==> config.mk <==
export PLATFORM = sky130hd
export DESIGN_NAME = alu_muldiv_seq_flat
export DESIGN_NICKNAME = d
export VERILOG_FILES = /design/src/rtl/alu_muldiv_seq_pkg.sv /design/src/rtl/alu_muldiv_seq_if.sv /design/src/rtl/alu_muldiv_seq_muldiv.sv /design/src/rtl/alu_muldiv_seq.sv /design/src/flat_wrapper.sv
export SDC_FILE = /design/constraint.sdc
export NUM_CORES = 2
export LEC_CHECK = 0
export CORE_MARGIN = 1
export CORE_UTILIZATION = 45
export CTS_CLUSTER_DIAMETER = 30
export DETAILED_ROUTE_END_ITERATION = 6
export PLACE_DENSITY = 0.69
export SYNTH_ARGS = -nofsm -noshare
export SYNTH_HDL_FRONTEND = slang
export SYNTH_SLANG_ARGS = --single-unit
==> constraint.sdc <==
create_clock -name clk -period 4.2 [get_ports clk]
set_clock_uncertainty 0.05 [all_clocks]
set_input_delay 0.42 -clock clk [delete_from_list [all_inputs] [get_ports clk]]
set_output_delay 0.42 -clock clk [all_outputs]
set_load 0.005 [all_outputs]
==> src/rtl/alu_muldiv_seq_pkg.sv <==
// Shared definitions for the registered EX-stage ALU.
// - aluOp_e   : 5-bit AluOp encodings. Values not listed are undefined ops.
// - mdState_e : state encodings of the iterative multiply/divide engine.
// - isMulDivOp: true for ops handled by the iterative engine.
package alu_muldiv_seq_pkg;

  localparam int ALU_OP_W = 5;

  typedef enum logic [ALU_OP_W-1:0] {
    OP_ADD   = 5'd0,
    OP_ADDU  = 5'd1,
    OP_SUB   = 5'd2,
    OP_SUBU  = 5'd3,
    OP_AND   = 5'd4,
    OP_OR    = 5'd5,
    OP_XOR   = 5'd6,
    OP_NOR   = 5'd7,
    OP_SLL   = 5'd8,
    OP_SRL   = 5'd9,
    OP_SRA   = 5'd10,
    OP_SLT   = 5'd11,
    OP_SLTU  = 5'd12,
    OP_LINK  = 5'd13,
    OP_MUL   = 5'd14,
    OP_MULT  = 5'd15,
    OP_MULTU = 5'd16,
    OP_DIV   = 5'd17,
    OP_DIVU  = 5'd18,
    OP_MFHI  = 5'd19,
    OP_MFLO  = 5'd20
  } aluOp_e;

  typedef enum logic [1:0] {
    ST_IDLE = 2'd0,
    ST_MUL  = 2'd1,
    ST_DIV  = 2'd2,
    ST_FIX  = 2'd3
  } mdState_e;

  function automatic logic isMulDivOp(input logic [ALU_OP_W-1:0] op);
    return (op == OP_MULT) || (op == OP_MULTU) || (op == OP_DIV) || (op == OP_DIVU);
  endfunction

endpackage

==> src/rtl/alu_muldiv_seq_if.sv <==
// Pipeline-side bus of the EX-stage ALU.
// master: decode/issue side (drives operands, op, write-back request).
// slave : the ALU (drives busy, result, write-back and overflow).
interface alu_muldiv_seq_if #(
  parameter int WIDTH = 32,
  parameter int OP_W  = 5
);
  logic             in_valid;
  logic             flush;
  logic [OP_W-1:0]  AluOp;
  logic [WIDTH-1:0] num1;
  logic [WIDTH-1:0] num2;
  logic [WIDTH-1:0] linkAddr;
  logic             RegWriteEn_i;
  logic [4:0]       RegWriteAddr_i;
  logic             busy_o;
  logic             out_valid;
  logic             RegWriteEn_o;
  logic [4:0]       RegWriteAddr_o;
  logic [WIDTH-1:0] RegWriteData_o;
  logic             overflow_o;

  modport master (
    output in_valid, flush, AluOp, num1, num2, linkAddr, RegWriteEn_i, RegWriteAddr_i,
    input  busy_o, out_valid, RegWriteEn_o, RegWriteAddr_o, RegWriteData_o, overflow_o
  );

  modport slave (
    input  in_valid, flush, AluOp, num1, num2, linkAddr, RegWriteEn_i, RegWriteAddr_i,
    output busy_o, out_valid, RegWriteEn_o, RegWriteAddr_o, RegWriteData_o, overflow_o
  );
endinterface

==> src/rtl/alu_muldiv_seq_muldiv.sv <==
// Iterative MULT/MULTU/DIV/DIVU engine (seq_muldiv_unit). Works on operand
// magnitudes, one bit per cycle, and applies signs in the FIX cycle.
// Ports: clk, rstn; start/isSigned/isDiv/flush control; opA (multiplicand or
// dividend), opB (multiplier or divisor); busy, done (FIX cycle, not flushed),
// hi/lo final result valid while done is high.
//
// state   | meaning
// --------+------------------------------------------------------------
// ST_IDLE | waiting for start
// ST_MUL  | radix-2 shift-add, WIDTH iterations
// ST_DIV  | restoring division, WIDTH iterations
// ST_FIX  | sign fix-up; result presented to the HI/LO registers
module alu_muldiv_seq_muldiv
  import alu_muldiv_seq_pkg::*;
#(
  parameter int WIDTH = 32
) (
  input  logic             clk,
  input  logic             rstn,
  input  logic             start,
  input  logic             isSigned,
  input  logic             isDiv,
  input  logic             flush,
  input  logic [WIDTH-1:0] opA,
  input  logic [WIDTH-1:0] opB,
  output logic             busy,
  output logic             done,
  output logic [WIDTH-1:0] hi,
  output logic [WIDTH-1:0] lo
);

  localparam int CNT_W = $clog2(WIDTH);

  mdState_e         state;
  logic [CNT_W-1:0] cnt;
  logic [WIDTH:0]   accHi;     // partial product high half / remainder
  logic [WIDTH-1:0] accLo;     // multiplier bits / dividend bits -> quotient
  logic [WIDTH-1:0] operand;   // multiplicand or divisor magnitude
  logic             isDivOp;
  logic             negQ;
  logic             negR;
  logic             zeroDiv;

  logic             aNeg;
  logic             bNeg;
  logic [WIDTH-1:0] aMag;
  logic [WIDTH-1:0] bMag;

  assign aNeg = isSigned & opA[WIDTH-1];
  assign bNeg = isSigned & opB[WIDTH-1];
  assign aMag = aNeg ? -opA : opA;
  assign bMag = bNeg ? -opB : opB;

  logic [WIDTH:0]   mulAdd;
  logic [2*WIDTH:0] mulShift;
  assign mulAdd   = accLo[0] ? (accHi + {1'b0, operand}) : accHi;
  assign mulShift = {mulAdd, accLo} >> 1;

  // One extra bit on the trial subtraction so the borrow is reliable even
  // when the shifted remainder uses its top bit.
  logic [WIDTH:0]   divShift;
  logic [WIDTH+1:0] divDiff;
  logic             divBorrow;
  assign divShift  = {accHi[WIDTH-1:0], accLo[WIDTH-1]};
  assign divDiff   = {1'b0, divShift} - {2'b00, operand};
  assign divBorrow = divDiff[WIDTH+1];

  always_ff @(posedge clk or negedge rstn) begin
    if (!rstn) begin
      state   <= ST_IDLE;
      cnt     <= '0;
      accHi   <= '0;
      accLo   <= '0;
      operand <= '0;
      isDivOp <= 1'b0;
      negQ    <= 1'b0;
      negR    <= 1'b0;
      zeroDiv <= 1'b0;
    end else if (flush) begin
      state <= ST_IDLE;
    end else begin
      case (state)
        ST_IDLE: begin
          if (start) begin
            cnt     <= CNT_W'(WIDTH - 1);
            isDivOp <= isDiv;
            negQ    <= aNeg ^ bNeg;
            negR    <= aNeg;
            zeroDiv <= 1'b0;
            if (isDiv && (opB == '0)) begin
              // Divide by zero: no iterations, raw dividend goes to HI.
              state   <= ST_FIX;
              zeroDiv <= 1'b1;
              accHi   <= {1'b0, opA};
              accLo   <= '1;
            end else if (isDiv) begin
              state   <= ST_DIV;
              accHi   <= '0;
              accLo   <= aMag;
              operand <= bMag;
            end else begin
              state   <= ST_MUL;
              accHi   <= '0;
              accLo   <= bMag;
              operand <= aMag;
            end
          end
        end
        ST_MUL: begin
          {accHi, accLo} <= mulShift;
          if (cnt == '0) state <= ST_FIX;
          else           cnt   <= cnt - 1'b1;
        end
        ST_DIV: begin
          accHi <= divBorrow ? divShift : divDiff[WIDTH:0];
          accLo <= {accLo[WIDTH-2:0], ~divBorrow};
          if (cnt == '0) state <= ST_FIX;
          else           cnt   <= cnt - 1'b1;
        end
        default: state <= ST_IDLE;
      endcase
    end
  end

  assign busy = (state != ST_IDLE);
  // Combinational so HI/LO and out_valid land on the same edge that leaves FIX.
  assign done = (state == ST_FIX) & ~flush;

  logic [2*WIDTH-1:0] prodMag;
  logic [2*WIDTH-1:0] prodFix;
  assign prodMag = {accHi[WIDTH-1:0], accLo};
  assign prodFix = negQ ? -prodMag : prodMag;

  always_comb begin
    hi = prodFix[2*WIDTH-1:WIDTH];
    lo = prodFix[WIDTH-1:0];
    if (isDivOp) begin
      if (zeroDiv) begin
        hi = accHi[WIDTH-1:0];
        lo = accLo;
      end else begin
        // Remainder follows the dividend sign; MIN / -1 falls out as MIN, 0.
        lo = negQ ? -accLo : accLo;
        hi = negR ? -accHi[WIDTH-1:0] : accHi[WIDTH-1:0];
      end
    end
  end

endmodule

==> src/rtl/alu_muldiv_seq.sv <==
// Registered EX-stage ALU with internal HI/LO and an iterative MULT/DIV engine.
// Ports: clk, rstn (async active-low); bus (slave modport) carrying in_valid,
// flush, AluOp, num1, num2, linkAddr, RegWriteEn_i, RegWriteAddr_i in and
// busy_o, out_valid, RegWriteEn_o, RegWriteAddr_o, RegWriteData_o, overflow_o out.
// Single-cycle ops have latency 1; MULT/DIV hold busy_o for WIDTH+1 cycles.
module alu_muldiv_seq
  import alu_muldiv_seq_pkg::*;
#(
  parameter int WIDTH   = 32,
  parameter int SHAMT_W = $clog2(WIDTH),
  parameter int OP_W    = 5
) (
  input logic             clk,
  input logic             rstn,
  alu_muldiv_seq_if.slave bus
);

  logic [WIDTH-1:0] hiReg;
  logic [WIDTH-1:0] loReg;

  logic busy;
  logic accept;
  logic isMulDiv;
  logic mdDone;
  logic [WIDTH-1:0] mdHi;
  logic [WIDTH-1:0] mdLo;

  assign isMulDiv   = isMulDivOp(bus.AluOp);
  assign accept     = bus.in_valid & ~busy & ~bus.flush;
  assign bus.busy_o = busy;

  alu_muldiv_seq_muldiv #(.WIDTH(WIDTH)) u_muldiv (
    .clk      (clk),
    .rstn     (rstn),
    .start    (accept & isMulDiv),
    .isSigned ((bus.AluOp == OP_MULT) || (bus.AluOp == OP_DIV)),
    .isDiv    ((bus.AluOp == OP_DIV) || (bus.AluOp == OP_DIVU)),
    .flush    (bus.flush),
    .opA      (bus.num1),
    .opB      (bus.num2),
    .busy     (busy),
    .done     (mdDone),
    .hi       (mdHi),
    .lo       (mdLo)
  );

  logic [WIDTH:0]     sumAdd;
  logic [WIDTH:0]     sumSub;
  logic [SHAMT_W-1:0] shamt;
  assign sumAdd = {bus.num1[WIDTH-1], bus.num1} + {bus.num2[WIDTH-1], bus.num2};
  assign sumSub = {bus.num1[WIDTH-1], bus.num1} - {bus.num2[WIDTH-1], bus.num2};
  assign shamt  = bus.num1[SHAMT_W-1:0];

  logic [WIDTH-1:0] scData;
  logic             scOvf;
  logic             scWen;

  always_comb begin
    scData = '0;
    scOvf  = 1'b0;
    scWen  = bus.RegWriteEn_i;
    case (bus.AluOp)
      OP_ADD: begin
        scData = sumAdd[WIDTH-1:0];
        scOvf  = sumAdd[WIDTH] ^ sumAdd[WIDTH-1];
      end
      OP_SUB: begin
        scData = sumSub[WIDTH-1:0];
        scOvf  = sumSub[WIDTH] ^ sumSub[WIDTH-1];
      end
      OP_ADDU: scData = bus.num1 + bus.num2;
      OP_SUBU: scData = bus.num1 - bus.num2;
      OP_AND:  scData = bus.num1 & bus.num2;
      OP_OR:   scData = bus.num1 | bus.num2;
      OP_XOR:  scData = bus.num1 ^ bus.num2;
      OP_NOR:  scData = ~(bus.num1 | bus.num2);
      OP_SLL:  scData = bus.num2 << shamt;
      OP_SRL:  scData = bus.num2 >> shamt;
      OP_SRA:  scData = $signed(bus.num2) >>> shamt;
      OP_SLT:  scData = {{(WIDTH-1){1'b0}}, $signed(bus.num1) < $signed(bus.num2)};
      OP_SLTU: scData = {{(WIDTH-1){1'b0}}, bus.num1 < bus.num2};
      OP_LINK: scData = bus.linkAddr;
      OP_MUL:  scData = bus.num1 * bus.num2;
      OP_MFHI: scData = hiReg;
      OP_MFLO: scData = loReg;
      default: scWen  = 1'b0;
    endcase
    if (scOvf) scWen = 1'b0;
  end

  always_ff @(posedge clk or negedge rstn) begin
    if (!rstn) begin
      hiReg              <= '0;
      loReg              <= '0;
      bus.out_valid      <= 1'b0;
      bus.RegWriteEn_o   <= 1'b0;
      bus.RegWriteAddr_o <= '0;
      bus.RegWriteData_o <= '0;
      bus.overflow_o     <= 1'b0;
    end else if (bus.flush) begin
      bus.out_valid    <= 1'b0;
      bus.RegWriteEn_o <= 1'b0;
    end else if (mdDone) begin
      hiReg            <= mdHi;
      loReg            <= mdLo;
      bus.out_valid    <= 1'b1;
      bus.RegWriteEn_o <= 1'b0;
      bus.overflow_o   <= 1'b0;
    end else if (accept) begin
      bus.RegWriteAddr_o <= bus.RegWriteAddr_i;
      if (isMulDiv) begin
        bus.out_valid    <= 1'b0;
        bus.RegWriteEn_o <= 1'b0;
      end else begin
        bus.out_valid      <= 1'b1;
        bus.RegWriteEn_o   <= scWen;
        bus.RegWriteData_o <= scData;
        bus.overflow_o     <= scOvf;
      end
    end else begin
      bus.out_valid    <= 1'b0;
      bus.RegWriteEn_o <= 1'b0;
    end
  end

endmodule

==> src/flat_wrapper.sv <==
// flat-port wrapper written by rule: the top's interface ports become plain ports
module alu_muldiv_seq_flat import alu_muldiv_seq_pkg::*;
#(
  parameter int WIDTH   = 32,
  parameter int SHAMT_W = $clog2(WIDTH),
  parameter int OP_W    = 5
)
  (clk, rstn, bus_in_valid, bus_flush, bus_AluOp, bus_num1, bus_num2, bus_linkAddr, bus_RegWriteEn_i, bus_RegWriteAddr_i, bus_busy_o, bus_out_valid, bus_RegWriteEn_o, bus_RegWriteAddr_o, bus_RegWriteData_o, bus_overflow_o);
  alu_muldiv_seq_if #(.WIDTH(WIDTH), .OP_W(OP_W)) bus_i ();
  input logic clk;
  input logic rstn;
  input wire logic [$bits(bus_i.in_valid)-1:0] bus_in_valid;
  input wire logic [$bits(bus_i.flush)-1:0] bus_flush;
  input wire logic [$bits(bus_i.AluOp)-1:0] bus_AluOp;
  input wire logic [$bits(bus_i.num1)-1:0] bus_num1;
  input wire logic [$bits(bus_i.num2)-1:0] bus_num2;
  input wire logic [$bits(bus_i.linkAddr)-1:0] bus_linkAddr;
  input wire logic [$bits(bus_i.RegWriteEn_i)-1:0] bus_RegWriteEn_i;
  input wire logic [$bits(bus_i.RegWriteAddr_i)-1:0] bus_RegWriteAddr_i;
  output wire logic [$bits(bus_i.busy_o)-1:0] bus_busy_o;
  output wire logic [$bits(bus_i.out_valid)-1:0] bus_out_valid;
  output wire logic [$bits(bus_i.RegWriteEn_o)-1:0] bus_RegWriteEn_o;
  output wire logic [$bits(bus_i.RegWriteAddr_o)-1:0] bus_RegWriteAddr_o;
  output wire logic [$bits(bus_i.RegWriteData_o)-1:0] bus_RegWriteData_o;
  output wire logic [$bits(bus_i.overflow_o)-1:0] bus_overflow_o;
  assign bus_i.in_valid = bus_in_valid;
  assign bus_i.flush = bus_flush;
  assign bus_i.AluOp = bus_AluOp;
  assign bus_i.num1 = bus_num1;
  assign bus_i.num2 = bus_num2;
  assign bus_i.linkAddr = bus_linkAddr;
  assign bus_i.RegWriteEn_i = bus_RegWriteEn_i;
  assign bus_i.RegWriteAddr_i = bus_RegWriteAddr_i;
  assign bus_busy_o = bus_i.busy_o;
  assign bus_out_valid = bus_i.out_valid;
  assign bus_RegWriteEn_o = bus_i.RegWriteEn_o;
  assign bus_RegWriteAddr_o = bus_i.RegWriteAddr_o;
  assign bus_RegWriteData_o = bus_i.RegWriteData_o;
  assign bus_overflow_o = bus_i.overflow_o;
  alu_muldiv_seq #(.WIDTH(WIDTH), .SHAMT_W(SHAMT_W), .OP_W(OP_W)) u_core (.clk(clk), .rstn(rstn), .bus(bus_i));
endmodule
Word level (Yosys, flattened, before mapping)
Cells that the tools add are included.
- flip-flop bits (word level): 212
- bits of input ports: 111
- output and inout bits: 41
- logic and storage cells: 150
- add/sub/neg operators: 12
- multiply operators: 1
- order comparisons: 2
- eq/ne operators: 28
- shift-type cells: 3
- muxes and demuxes: 44
- bitwise gates (word level): 19
- reduce and logical (&&, ||, !) cells: 25
- operator list (kind ; number):
    32-bit one-hot mux with 17 select lines ; 1
    32-bit 2-to-1 mux ; 13
    32-bit negator ; 4
    33-bit 2-to-1 mux ; 3
    33-bit one-hot mux with 3 select lines ; 1
    32-bit one-hot mux with 3 select lines ; 1
    32-bit less-than comparator ; 2
    64-bit 2-to-1 mux ; 1
    64-bit negator ; 1
    5-bit by 4-bit == test with 1-bit output (second input constant) ; 8
    33-bit by 32-bit subtractor with 34-bit output ; 1
    32-bit by 32-bit adder with 33-bit output ; 1
    33-bit by 32-bit adder with 33-bit output ; 1
    32-bit by 32-bit subtractor with 33-bit output ; 1
    32-bit adder ; 1
    32-bit bitwise AND ; 1
    32-bit logical NOT ; 1
    32-bit by 32-bit multiplier with 32-bit output ; 1
    32-bit inverter ; 1
    32-bit OR ; 1
    32-bit by 5-bit left shift with 32-bit output ; 1
    32-bit by 5-bit right shift with 32-bit output ; 1
    32-bit by 5-bit >>> shifter with 32-bit output ; 1
    32-bit subtractor ; 1
    other kinds (31) ; 85

Logic depth before layout (Yosys ltp)
- depth after elaboration: 8
- gate-level depth with buffers: 32

Modules after synthesis
Synthesis repeated with hierarchy kept, for this count alone.
- cell total of the unflattened synthesis: 5179
- area, all modules: 41264.6 um2
- by module, submodules not included (module ; times used ; cells each ; area each (um2) ; sequential area each (um2)):
    alu_muldiv_seq ; 1 ; 3459 ; 28541.1 ; 2602.5
    alu_muldiv_seq_muldiv ; 1 ; 1720 ; 12723.5 ; 2702.6

Worst setup path before layout
No wires, ideal clock.
- path type: input to register
- start: in bus_num1[0]
- end: reg u_core.bus.RegWriteData_o[31]
- library setup time: 0.082 ns
- data arrival time: 7.654 ns
- data required time: 4.068 ns
- path slack: -3.586 ns
- stages: 29
- cells stage by stage: clkbuf_1 -> clkinv_1 -> clkbuf_1 -> clkbuf_1 -> clkbuf_1 -> buf_1 -> nor2_1 -> fa_1 -> fa_1 -> inv_1 -> fa_1 -> inv_1 -> ha_1 -> fa_1 -> fa_1 -> fa_1 -> fa_1 -> ha_1 -> a21o_1 -> a21o_1 -> a21oi_1 -> o21ai_0 -> a22oi_1 -> a21oi_1 -> or3_1 -> a21oi_1 -> xnor2_1 -> nand2_1 -> a31oi_1
- longest elaborated chain between the ends: 2
- elaborated cells between the ends (all ways): 9
- classes of those cells: add/sub: 4; mul: 1; shift: 3; mux: 1
- ends and longest elaborated chain (item ; line ; source):
    start: declaration ; flat_wrapper.sv:15 ; input wire logic [$bits(bus_i.num1)-1:0] bus_num1;
    32-bit by 32-bit multiplier with 32-bit output (tied with other cells) ; alu_muldiv_seq.sv:83 ; OP_MUL: scData = bus.num1 * bus.num2;
    32-bit one-hot mux with 17 select lines (*) ; alu_muldiv_seq.sv:62 ; case (bus.AluOp)
    end signal: assignment ; alu_muldiv_seq.sv:117 ; bus.RegWriteData_o <= scData;
    end: declaration ; alu_muldiv_seq_if.sv:30 ; output busy_o, out_valid, RegWriteEn_o, RegWriteAddr_o, RegWriteData_o, overflow_o
Mark *: on every way between the ends. The rest lies on a longest branch, timed or not.
A chain may end at the register's enable or synchronous reset.

Worst setup path after layout
- start: in bus_num1[7]
- end: reg u_core.bus.RegWriteData_o[25]
- longest elaborated chain between the ends: 2
- elaborated cells between the ends (all ways): 6
- classes of those cells: add/sub: 4; mul: 1; mux: 1
- ends and longest elaborated chain (item ; line):
    32-bit by 32-bit multiplier with 32-bit output (tied with other cells) ; alu_muldiv_seq.sv:83
    32-bit one-hot mux with 17 select lines (*) ; alu_muldiv_seq.sv:62
Marks and branches as above.

==> results.toml <==
[synthesis]
synthCells = 5472
syn_nets = 6320
ys_seq_area_share_pct = 12.5
synth.avg_cell_area_sq_um = 7.74
synth_top_area_share_pct = 19.5
yosys-top-cells-count = "nor2_1 (649), nand2_1 (636), inv_1 (524)"
synth_edf_count = 0
synth_area_sq_um = 42300
synth_seq_cells = 212
yosysMostFrequentCell = "nor2_1"
synth_top_area_cell = "fa_1"
synth-warning-count = 0
synth_flop_cell = "dfrtp_1"
synth_area_leaders = "fa_1 (20%), dfrtp_1 (13%), ha_1 (9.6%)"
async_reset_ff_share_pct = 100
synthDistinctLibCells = 90

[global_route]
grt.overflow.total = 0
grt_pass1_vias = 49900
antenna_found_initial = 16
grt_max_degree = 79
grt_pass1_wl_microns = 358000
track_usage_pct = 53.4

[critical_path]
start_kind = "primary input"
worstPathRequired_ps = 4650
r2r_end = "u_core.u_muldiv.accHi[26]$_DFFE_PN0P_"
slowest_delay_ps = 530
r2r-start = "u_core.u_muldiv.accLo[31]$_DFFE_PN0P_"
crit_fanout = 3
cp-end-kind = "flip-flop"
ff2ff_path_depth = 16
critPathKind = "in2reg"
cp.arrival_ps = 7550
crit_top_cell = "fa_1"
reg2reg_slack_ps = 230
cp_slowest_cell = "fa_1"

[run_status]
status = "finished with violations"
violations = "design-rule violations, negative setup slack"

[detailed_routing]
drcViolationCount = 34
vias_per_cell = 6.49
avgRoutedWirePerCell_microns = 33.4
vias = 51500
detail_route.iter0.violations = 7344
drt-total-wl_microns = 265000
first_pass_iters = 7
drtAntennaViolNets = 0

[floorplan]
initial_core_util_pct = 45.4
core_sq_um = 93200
rows = 112
boundaryPins = 152
dieArea_sq_um = 95300
die_x_microns = 309
die_h_microns = 309

[cts]
cts_buffers = 66
cts_root_buf = "clkbuf_16"
clk_pin_slew_worst_paths_ps = 40
clock_path_buffers = 3
clkLatencyLatePin_ps = 650
clkSinkCount = 212
tritoncts = "yes"
htree_levels = 3

[timing]
final_hold_viol_count = 0
setup_ws_ps = -2900
min_period_over_period_pct = 169
tightest_slew_ps = 1210
fin_hold_ws_ps = 267
post-route-min-period_ps = 7100
finalMaxSlewViolations = 0
slew_headroom_pct = 18.7
rsz0062_at_grt = "yes"
setup_viol = 31
max_freq_ghz = 0.141

[cells_and_area]
areaGrowthSynthToFinish_pct = 43.7
postLayoutCoreUtil_pct = 65.3
drive_gt1_share_pct = 31.4
seq_area_sq_um = 5310
fill_cells = 7588
multiInputGateArea_sq_um = 36400
nNetsFinal = 7461

[placement]
dp_hpwl_microns = 201000
port_buffers = 151
gp_congestion = 1.14

[worst_hold_path]
worst_hold_path_type = "in2async"

[run]
maxCapViolCount = 0
## placed cells by master (no fill, tap or decap), types with 41 or more instances in the layout
| master | instances |
|---|---|
| a31oi_1 | 45 |
| o21ai_0 | 361 |
| a21o_1 | 76 |
| nor3_1 | 80 |
| nand2_1 | 614 |
| nand3_1 | 52 |
| buf_6 | 131 |
| buf_12 | 78 |
| a211oi_1 | 42 |
| nor2_4 | 54 |
| xor2_1 | 57 |
| inv_1 | 437 |
| ha_4 | 62 |
| nor2_1 | 527 |
| ha_1 | 252 |
| nor2_2 | 69 |
| mux2_2 | 56 |
| dfrtp_1 | 212 |
| fa_1 | 336 |
| clkdlybuf4s50_1 | 94 |
| clkbuf_16 | 69 |
| buf_4 | 1061 |
| a21oi_1 | 350 |
| inv_2 | 63 |
| mux2i_1 | 90 |
| a221oi_1 | 41 |
| a22o_1 | 41 |
| xnor2_1 | 257 |
| fa_2 | 77 |
| nand2b_1 | 53 |
## state kept, by name, summed over array words and instances, names as in the netlist, 5 cells and up
| register | count |
|---|---|
| u_core.u_muldiv.operand | 32 |
| u_core.u_muldiv.accHi | 33 |
| u_core.u_muldiv.accLo | 32 |
| u_core.bus.RegWriteAddr_o | 5 |
| u_core.loReg | 32 |
| u_core.bus.RegWriteData_o | 32 |
| u_core.u_muldiv.cnt | 5 |
| u_core.hiReg | 32 |
## per-layer routing
metal / part of all wire [%] / GRT usage, % / vias up
li1: - / - / 21000
met1: 34 / 63.1 / 24700
met2: 40 / 77.1 / 4205
met3: 13 / 17.1 / 1473
met4: 12 / 48.6 / 16
met5: 0.19 / 1.11 / -
## final cells by class
cell class	count	share of cell area (%)
repair buffers	1434	21.0
clock buffers	78	2.92
well taps	1254	2.58
diodes	16	0.0658
flip-flops and latches	212	8.72
clock inverters	40	0.993
multi-input cells	4352	59.8
inverters	547	3.91
## per-stage QoR
step,TNS [ps],cell area [sq um],worst slack (ps),cells
floorplan,-50340,44000,-2740,5472
global placement,-144430,53900,-3850,7633
detailed placement,-145950,53900,-3900,7633
CTS,-53690,59500,-2710,7880
global route,-59650,60800,-3020,7920
finish,-59230,60900,-2900,7933
## worst max path at each step
stage	slack, ps	startpoint	to	cells after the start
after floorplan	-2740	bus_num1[13]	u_core.bus.RegWriteData_o[27]$_DFFE_PN0P_	26
after global placement	-3850	bus_num2[2]	u_core.bus.RegWriteData_o[23]$_DFFE_PN0P_	26
after detailed placement	-3900	bus_num2[2]	u_core.bus.RegWriteData_o[23]$_DFFE_PN0P_	25
after CTS	-2710	bus_num1[17]	u_core.bus.RegWriteData_o[31]$_DFFE_PN0P_	28
after global routing	-3020	bus_num1[12]	u_core.bus.RegWriteData_o[31]$_DFFE_PN0P_	28
final	-2900	bus_num1[7]	u_core.bus.RegWriteData_o[25]$_DFFE_PN0P_	30
## cells by family after synthesis
group	synth area share (%)
AOI/OAI and AO/OA	21.8
xor gates and xnor gates	6.76
adders and majority gates	29.1
buffers and inverters	8.20
DFF	12.5
muxes	4.39
and+or+nand+nor	17.2
## repair_timing
item	4_1_cts	5_1_grt
pin swaps	298	292
setup endpoints to repair	49	64
endpoints found under the hold margin	63	0
setup buffers	137	59
resized for setup	680	354
gates cloned	1	2
hold buffers	1	0
## critical path, delay by kind of cell
kind / cells / cell delay, ps
AO/OA/AOI/OAI: 6 / 1000
adder cells (fa/ha/maj): 10 / 4050
buffers and inverters: 10 / 1540
AND/OR/NAND/NOR: 4 / 490
Power is left out: the tool's default activity adds up to more than one toggle a clock period on the data nets, which glitch-free logic cannot reach.
